[config.mk]
export PLATFORM = sky130hd
export DESIGN_NAME = xc2_addseq_flat
export DESIGN_NICKNAME = d
export VERILOG_FILES = /design/src/rtl/xc2_addseq_pkg.sv /design/src/rtl/xc2_addseq_if.sv /design/src/rtl/xc2_add8.sv /design/src/rtl/xc2_addseq.sv /design/src/flat_wrapper.sv
export SDC_FILE = /design/constraint.sdc
export NUM_CORES = 1
export LEC_CHECK = 0
export CORE_UTILIZATION = 46
export CTS_CLUSTER_SIZE = 25
export DETAILED_ROUTE_END_ITERATION = 12
export PLACE_DENSITY_LB_ADDON = 0.1
export SLEW_MARGIN = 30
export SYNTH_ARGS = -nofsm -noshare
export SYNTH_HDL_FRONTEND = slang
export SYNTH_SLANG_ARGS = --single-unit
export TNS_END_PERCENT = 30
[constraint.sdc]
create_clock -name clk -period 4.3 [get_ports clk]
set_input_delay 1.29 -clock clk [delete_from_list [all_inputs] [get_ports clk]]
set_output_delay 1.29 -clock clk [all_outputs]
set_load 0.03 [all_outputs]
[src/rtl/xc2_addseq_pkg.sv]
// Shared types and helpers for the byte-serial multi-precision adder sequencer.
// Optional subtract support is enabled by defining XC2_ADDSEQ_SUB_EN.
package xc2_addseq_pkg;

    localparam int unsigned BYTE_W = 8;

    typedef enum logic [1:0] {
        IDLE = 2'd0,
        RUN  = 2'd1,
        DONE = 2'd2
    } state_e;

    function automatic int unsigned clog2(input int unsigned n);
        int unsigned r;
        int unsigned v;
        r = 0;
        v = 1;
        while (v < n) begin
            v = v << 1;
            r++;
        end
        return r;
    endfunction

endpackage

[src/rtl/xc2_addseq_if.sv]
// Request/result handshake bundle for xc2_addseq.
// Carries req_sub only when XC2_ADDSEQ_SUB_EN is defined.
interface xc2_addseq_if #(
    parameter int unsigned NBYTES = 4
);
    localparam int unsigned W = 8 * NBYTES;

    logic         req_valid;
    logic         req_ready;
    logic [W-1:0] req_a;
    logic [W-1:0] req_b;
    logic         req_cin;
`ifdef XC2_ADDSEQ_SUB_EN
    logic         req_sub;
`endif
    logic         res_valid;
    logic         res_ready;
    logic [W-1:0] res_sum;
    logic         res_cout;

    modport master (
        output req_valid, req_a, req_b, req_cin,
`ifdef XC2_ADDSEQ_SUB_EN
        output req_sub,
`endif
        output res_ready,
        input  req_ready, res_valid, res_sum, res_cout
    );

    modport slave (
        input  req_valid, req_a, req_b, req_cin,
`ifdef XC2_ADDSEQ_SUB_EN
        input  req_sub,
`endif
        input  res_ready,
        output req_ready, res_valid, res_sum, res_cout
    );

endinterface

[src/rtl/xc2_add8.sv]
// Combinational 8-bit ripple adder built from full-adder cells.
module xc2_add8
    import xc2_addseq_pkg::*;
(
    input  logic [BYTE_W-1:0] a,
    input  logic [BYTE_W-1:0] b,
    input  logic              cin,
    output logic [BYTE_W-1:0] s,
    output logic              cout
);

    logic [BYTE_W:0] c;

    assign c[0] = cin;

    for (genvar i = 0; i < BYTE_W; i++) begin : g_fa
        assign s[i]   = a[i] ^ b[i] ^ c[i];
        assign c[i+1] = (a[i] & b[i]) | (c[i] & (a[i] ^ b[i]));
    end

    assign cout = c[BYTE_W];

endmodule

[src/rtl/xc2_addseq.sv]
// Multi-precision add sequencer: one byte per clock through a shared 8-bit adder, LSB first.
// Define XC2_ADDSEQ_SUB_EN to add the req_sub (A-B) mode.
module xc2_addseq
    import xc2_addseq_pkg::*;
#(
    parameter int unsigned NBYTES = 4
) (
    input  logic        clk,
    input  logic        rst,
    xc2_addseq_if.slave bus,
    output logic        busy
);

    localparam int unsigned CW = (clog2(NBYTES) < 1) ? 1 : clog2(NBYTES);
    localparam logic [CW-1:0] CNT_LAST = CW'(NBYTES - 1);

    typedef logic [NBYTES-1:0][BYTE_W-1:0] word_t;

    state_e        state_q, state_d;
    logic [CW-1:0] cnt_q, cnt_d;
    logic          carry_q, carry_d;
    word_t         a_q, a_d;
    word_t         b_q, b_d;
    word_t         sum_q, sum_d;
    logic          cout_q, cout_d;

    logic [BYTE_W-1:0] add_s;
    logic              add_cout;

    xc2_add8 u_add8 (
        .a    (a_q[cnt_q]),
        .b    (b_q[cnt_q]),
        .cin  (carry_q),
        .s    (add_s),
        .cout (add_cout)
    );

    always_comb begin
        state_d = state_q;
        cnt_d   = cnt_q;
        carry_d = carry_q;
        a_d     = a_q;
        b_d     = b_q;
        sum_d   = sum_q;
        cout_d  = cout_q;
        unique case (state_q)
            IDLE: begin
                if (bus.req_valid) begin
                    a_d     = bus.req_a;
                    b_d     = bus.req_b;
                    carry_d = bus.req_cin;
`ifdef XC2_ADDSEQ_SUB_EN
                    // Subtract as A + ~B + 1; B is stored already inverted.
                    if (bus.req_sub) begin
                        b_d     = ~bus.req_b;
                        carry_d = 1'b1;
                    end
`endif
                    cnt_d   = '0;
                    state_d = RUN;
                end
            end
            RUN: begin
                sum_d[cnt_q] = add_s;
                carry_d      = add_cout;
                if (cnt_q == CNT_LAST) begin
                    cout_d  = add_cout;
                    cnt_d   = '0;
                    state_d = DONE;
                end else begin
                    cnt_d = cnt_q + CW'(1);
                end
            end
            DONE: begin
                if (bus.res_ready) state_d = IDLE;
            end
            default: state_d = IDLE;
        endcase
    end

    always_ff @(posedge clk or posedge rst) begin
        if (rst) begin
            state_q <= IDLE;
            cnt_q   <= '0;
            carry_q <= 1'b0;
            a_q     <= '0;
            b_q     <= '0;
            sum_q   <= '0;
            cout_q  <= 1'b0;
        end else begin
            state_q <= state_d;
            cnt_q   <= cnt_d;
            carry_q <= carry_d;
            a_q     <= a_d;
            b_q     <= b_d;
            sum_q   <= sum_d;
            cout_q  <= cout_d;
        end
    end

    assign bus.req_ready = (state_q == IDLE);
    assign bus.res_valid = (state_q == DONE);
    assign bus.res_sum   = sum_q;
    assign bus.res_cout  = cout_q;
    assign busy          = (state_q != IDLE);

endmodule

[src/flat_wrapper.sv]
// flat-port wrapper written by rule: the top's interface ports become plain ports
module xc2_addseq_flat import xc2_addseq_pkg::*;
#(
    parameter int unsigned NBYTES = 4
)
  (clk, rst, busy, bus_req_valid, bus_req_a, bus_req_b, bus_req_cin, bus_res_ready, bus_req_ready, bus_res_valid, bus_res_sum, bus_res_cout);
  xc2_addseq_if #(.NBYTES(NBYTES)) bus_i ();
  input  logic clk;
  input  logic rst;
  output logic busy;
  input wire logic [$bits(bus_i.req_valid)-1:0] bus_req_valid;
  input wire logic [$bits(bus_i.req_a)-1:0] bus_req_a;
  input wire logic [$bits(bus_i.req_b)-1:0] bus_req_b;
  input wire logic [$bits(bus_i.req_cin)-1:0] bus_req_cin;
  input wire logic [$bits(bus_i.res_ready)-1:0] bus_res_ready;
  output wire logic [$bits(bus_i.req_ready)-1:0] bus_req_ready;
  output wire logic [$bits(bus_i.res_valid)-1:0] bus_res_valid;
  output wire logic [$bits(bus_i.res_sum)-1:0] bus_res_sum;
  output wire logic [$bits(bus_i.res_cout)-1:0] bus_res_cout;
  assign bus_i.req_valid = bus_req_valid;
  assign bus_i.req_a = bus_req_a;
  assign bus_i.req_b = bus_req_b;
  assign bus_i.req_cin = bus_req_cin;
  assign bus_i.res_ready = bus_res_ready;
  assign bus_req_ready = bus_i.req_ready;
  assign bus_res_valid = bus_i.res_valid;
  assign bus_res_sum = bus_i.res_sum;
  assign bus_res_cout = bus_i.res_cout;
  xc2_addseq #(.NBYTES(NBYTES)) u_core (.clk(clk), .rst(rst), .bus(bus_i), .busy(busy));
endmodule
==> results.txt <==
- Headroom to the max-slew limit came out at 0.507.
- Total setup violations reported at the end of the flow: 0
- Worst Tran Pin Value: about 0.74 ns
* CTS clock-pin slew for the worst setup and hold paths: 0.11 ns
* Remaining global-route overflow: 0
- Via count of the first global-routing pass: about 2,800
- Yosys printed 0 warnings.
* Initial antenna violation count: 0
- Syn Inst Count: between 200 and 300
- Chip height: between 100 and 150 µm
- Summed over all layers, the routed wires come to 9250 µm.
* Number of rows in the core area: 37
- In this run the register-to-register setup slack is between 0.15 and 0.2 ns.
- Via total after detailed routing: about 2,600
- Worst Clk Skew: approximately 0.015 ns
- Post-synthesis cell type count: 27
- The final count of pins violating max slew was 0.
* Main synth FF type: dfrtp_1
- Hold-fix buffers, CTS: 0
- Clock tree synthesis found a total of 102 sinks.
- Leakage component of the power: roughly 2.8 nW
- Synth top area cells: dfrtp_1 (53%), mux2_4 (19%), mux4_2 (7.4%), mux2_2 (6.3%), fa_1 (3.3%)
- For hold timing, the worst endpoint is u_core.bus.res_sum[1].
- Maximum number of pins on one net before global-route repair: 60
* DRC violations left: 0
* Count of filler cells inserted in the layout: ~850
- Post-Place Setup Slack: about 0.044 ns
- Cell area after layout: 0.00627 mm²
- The worst setup path is captured at a register.
- The critical path is of the reg -> reg type.
- Final antenna diode count: 0
- In the final layout, the share of cells above drive strength 1 is 0.350.
- In this run the cell area of the synthesized design comes to just under 0.005 mm².
- Seq. cell area: about 0.0026 mm²
- Counting cells, the worst reg-to-reg path comes to 13.
* Post-place instance area: ~0.006 mm²
- Sum of negative setup slack: 0 ns
- Die width: approximately 100 µm
* CTS Buf Count: 9
- Master cell of the clock root buffer: clkbuf_8
- Setup repair after global routing missed its margin: false
* Avg Cell Area, Syn: about 17 µm²
- Slowest-stage cell, CP: mux4_2
- The share of synthesized area in the top cell type comes to 0.525.
- Cell Pwr Density: between 800 and 900 mW/mm²
- WHS Path Cells: 1
- Clock latency at the later pin of the worst-skew pair: between 0.3 and 0.4 ns
* Part of the Yosys area used for sequential elements: 0.525
- In this run the critical register-to-register path is launched from u_core.cnt_q[1].
* Clock tree from TritonCTS: yes
- In this run the tool buffered the top-level ports with 104 buffer cells.
- The final-report hold violation count was 0.
* End-of-flow core utilization: 0.610
* Outcome: finished, final reports clean
- Library cell with the largest summed area after synthesis: dfrtp_1
* Number of synthesized register bits: between 100 and 150
* Largest incremental delay on the critical path: approximately 0.53 ns
- WL/cell: 17.4 µm
* Number of levels the H-tree was split into: 3
- In this run, the number of DRC markers left after iteration 0 of detailed routing was 93.
- Beginning of the worst hold path: u_core.bus.res_sum[1]
- Number of buffers on the longest clock path: 2
* Number of nets with antenna violations after routing: 0
* Share of synthesized registers carrying an async set or reset: 1.00
* Layout Area Growth over Synthesis: 29.0%
- Post-route fraction of the period consumed by the critical path: 0.958
* Vias per cell: 4.96
* Die area: 0.0110 mm²
- Along the worst path, the maximum fanout reaches 4.
- The final layout contains roughly 470 nets.
- Number of enable flip-flop cells after synthesis: 0
- Global Route Usage Sum: 0.185
- The tightest min-delay check is of the reg -> reg type.
- DP Wirelength: 6870 µm
- Number of max-capacitance violations reported: 0
* Floorplan core area: approximately 0.01 mm²
- For this configuration, the core starts out at a cell density of 0.473.
- Before antenna repair, the detailed router went through 4 iterations.
- The routed design could run at a clock period as short as ~4.1 ns.
- Wire length of the first global-routing pass: roughly 15,000 µm
- Across the VDD grid, the largest voltage drop is just over 400 µV.
- Routability-driven placement finished with a final weighted congestion of about 0.73.
- Data on the critical path is required at its endpoint by roughly 4.6 ns.
* Area occupied by multi-input gates: 0.00207 mm²
* R2r endpoint: u_core.bus.res_sum[7]
- Walking the worst path, the cells encountered are mux4_2, fa_2, fa_2, fa_2, fa_2, fa_1, inv_1, fa_1, inv_1, fa_1, inv_2, fa_1, mux2i_1.
* Net count after synthesis: between 300 and 400
- Post-layout worst setup margin: 0.182 ns
- Critical path data arrival time: 4.41 ns
* Top-level I/O count: about 110
- For this run, the top clock speed supported by timing is approximately 240 MHz.
- Critical path startpoint category: register
- Power Total: around 5.6 mW
==> through the flow <==
step / std cells / hold WS [ns]
after global routing: 533 / 0.531
after floorplan: 282 / 0.476
after CTS: 533 / 0.517
after detailed placement: 516 / 0.492
final: 533 / 0.511
after global placement: 516 / 0.487
==> synth_stat cells, types with 3 or more instances <==
library cell	instances
buf_12	6
buf_2	5
dfrtp_1	102
fa_1	8
ha_1	4
inv_1	22
mux2_2	27
mux2_4	60
mux2i_1	9
mux4_2	16
nand2b_1	3
nand3b_4	3
==> critical path: cells and delay by family (launching register included) <==
family     cells  cell delay, ns
mux            2            0.70
buf+inv        3            0.19
fa+ha+maj      8            2.74
flops          1            0.41
==> where the power goes <==
| group | switching (mW) | total, mW | internal [mW] |
|---|---|---|---|
| logic | 1.44 | 3.20 | 1.76 |
| clock network | 0.361 | 0.646 | 0.285 |
| registers | 0.308 | 1.78 | 1.47 |
| total | 2.11 | 5.62 | 3.51 |
==> cell type report <==
class / count / share of cell area
Sequential cell: 102 / 0.407
Multi-Input combinational cell: 144 / 0.330
Timing Repair Buffer: 113 / 0.188
Tap cell: 136 / 0.0272
Clock buffer: 9 / 0.0198
Clock inverter: 7 / 0.0140
Inverter: 22 / 0.0136
==> registers in the layout, indices dropped and copies added (netlist names) <==
register             cells
u_core.a_q              32
u_core.b_q              32
u_core.bus.res_sum      32
u_core.cnt_q             2
u_core.state_q           2
u_core.bus.res_cout      1
u_core.carry_q           1
==> kinds of logic (layout without fill, tap and decap cells) <==
group / count (synthesis) / in the layout / synth area share
AND/OR/NAND/NOR: 13 / 13 / 0.0273
multiplexers: 113 / 113 / 0.343
AO/OA/AOI/OAI: 6 / 6 / 0.00876
adder cells (fa/ha/maj): 12 / 12 / 0.0433
buffers and inverters: 36 / 151 / 0.0523
flip-flops: 102 / 102 / 0.525
==> routing by layer <==
layer  part of all wire  vias up  routed length (µm)  global-route usage
met5                  0        -                   0                   0
met4              0.012        0                 108              0.0664
met3              0.040        9                 366              0.0306
met2               0.48       71                4440               0.292
met1               0.47     1343                4340               0.260
li1                   -     1221                   -                   -
==> worst max-delay path by stage <==
stage | to | start | slack (ns)
after floorplan | u_core.bus.res_sum[31] | u_core.cnt_q[1] | 0.001
after global placement | u_core.bus.res_sum[31] | u_core.cnt_q[1] | 0.07
after detailed placement | u_core.bus.res_sum[31] | u_core.cnt_q[0] | 0.04
after CTS | u_core.bus.res_sum[7] | u_core.cnt_q[0] | 0.05
after global routing | u_core.bus.res_sum[7] | u_core.cnt_q[1] | 0.0003
final | u_core.bus.res_sum[7] | u_core.cnt_q[1] | 0.18
==> repair_timing <==
item,CTS,global route
setup endpoints to repair,1,4
pin swaps,1,2
setup buffers,1,0
resized for setup,2,5
==> placed cells by master, fill, tap and decap left out, drive strengths merged, types with 2 or more instances in the layout <==
cell,instances
a22o,2
buf,9
clkbuf,9
clkdlybuf4s50,104
dfrtp,102
fa,8
ha,4
inv,27
mux2,88
mux2i,9
mux4,16
nand2b,3
nand3b,4
(Power assumes the default switching activity.)
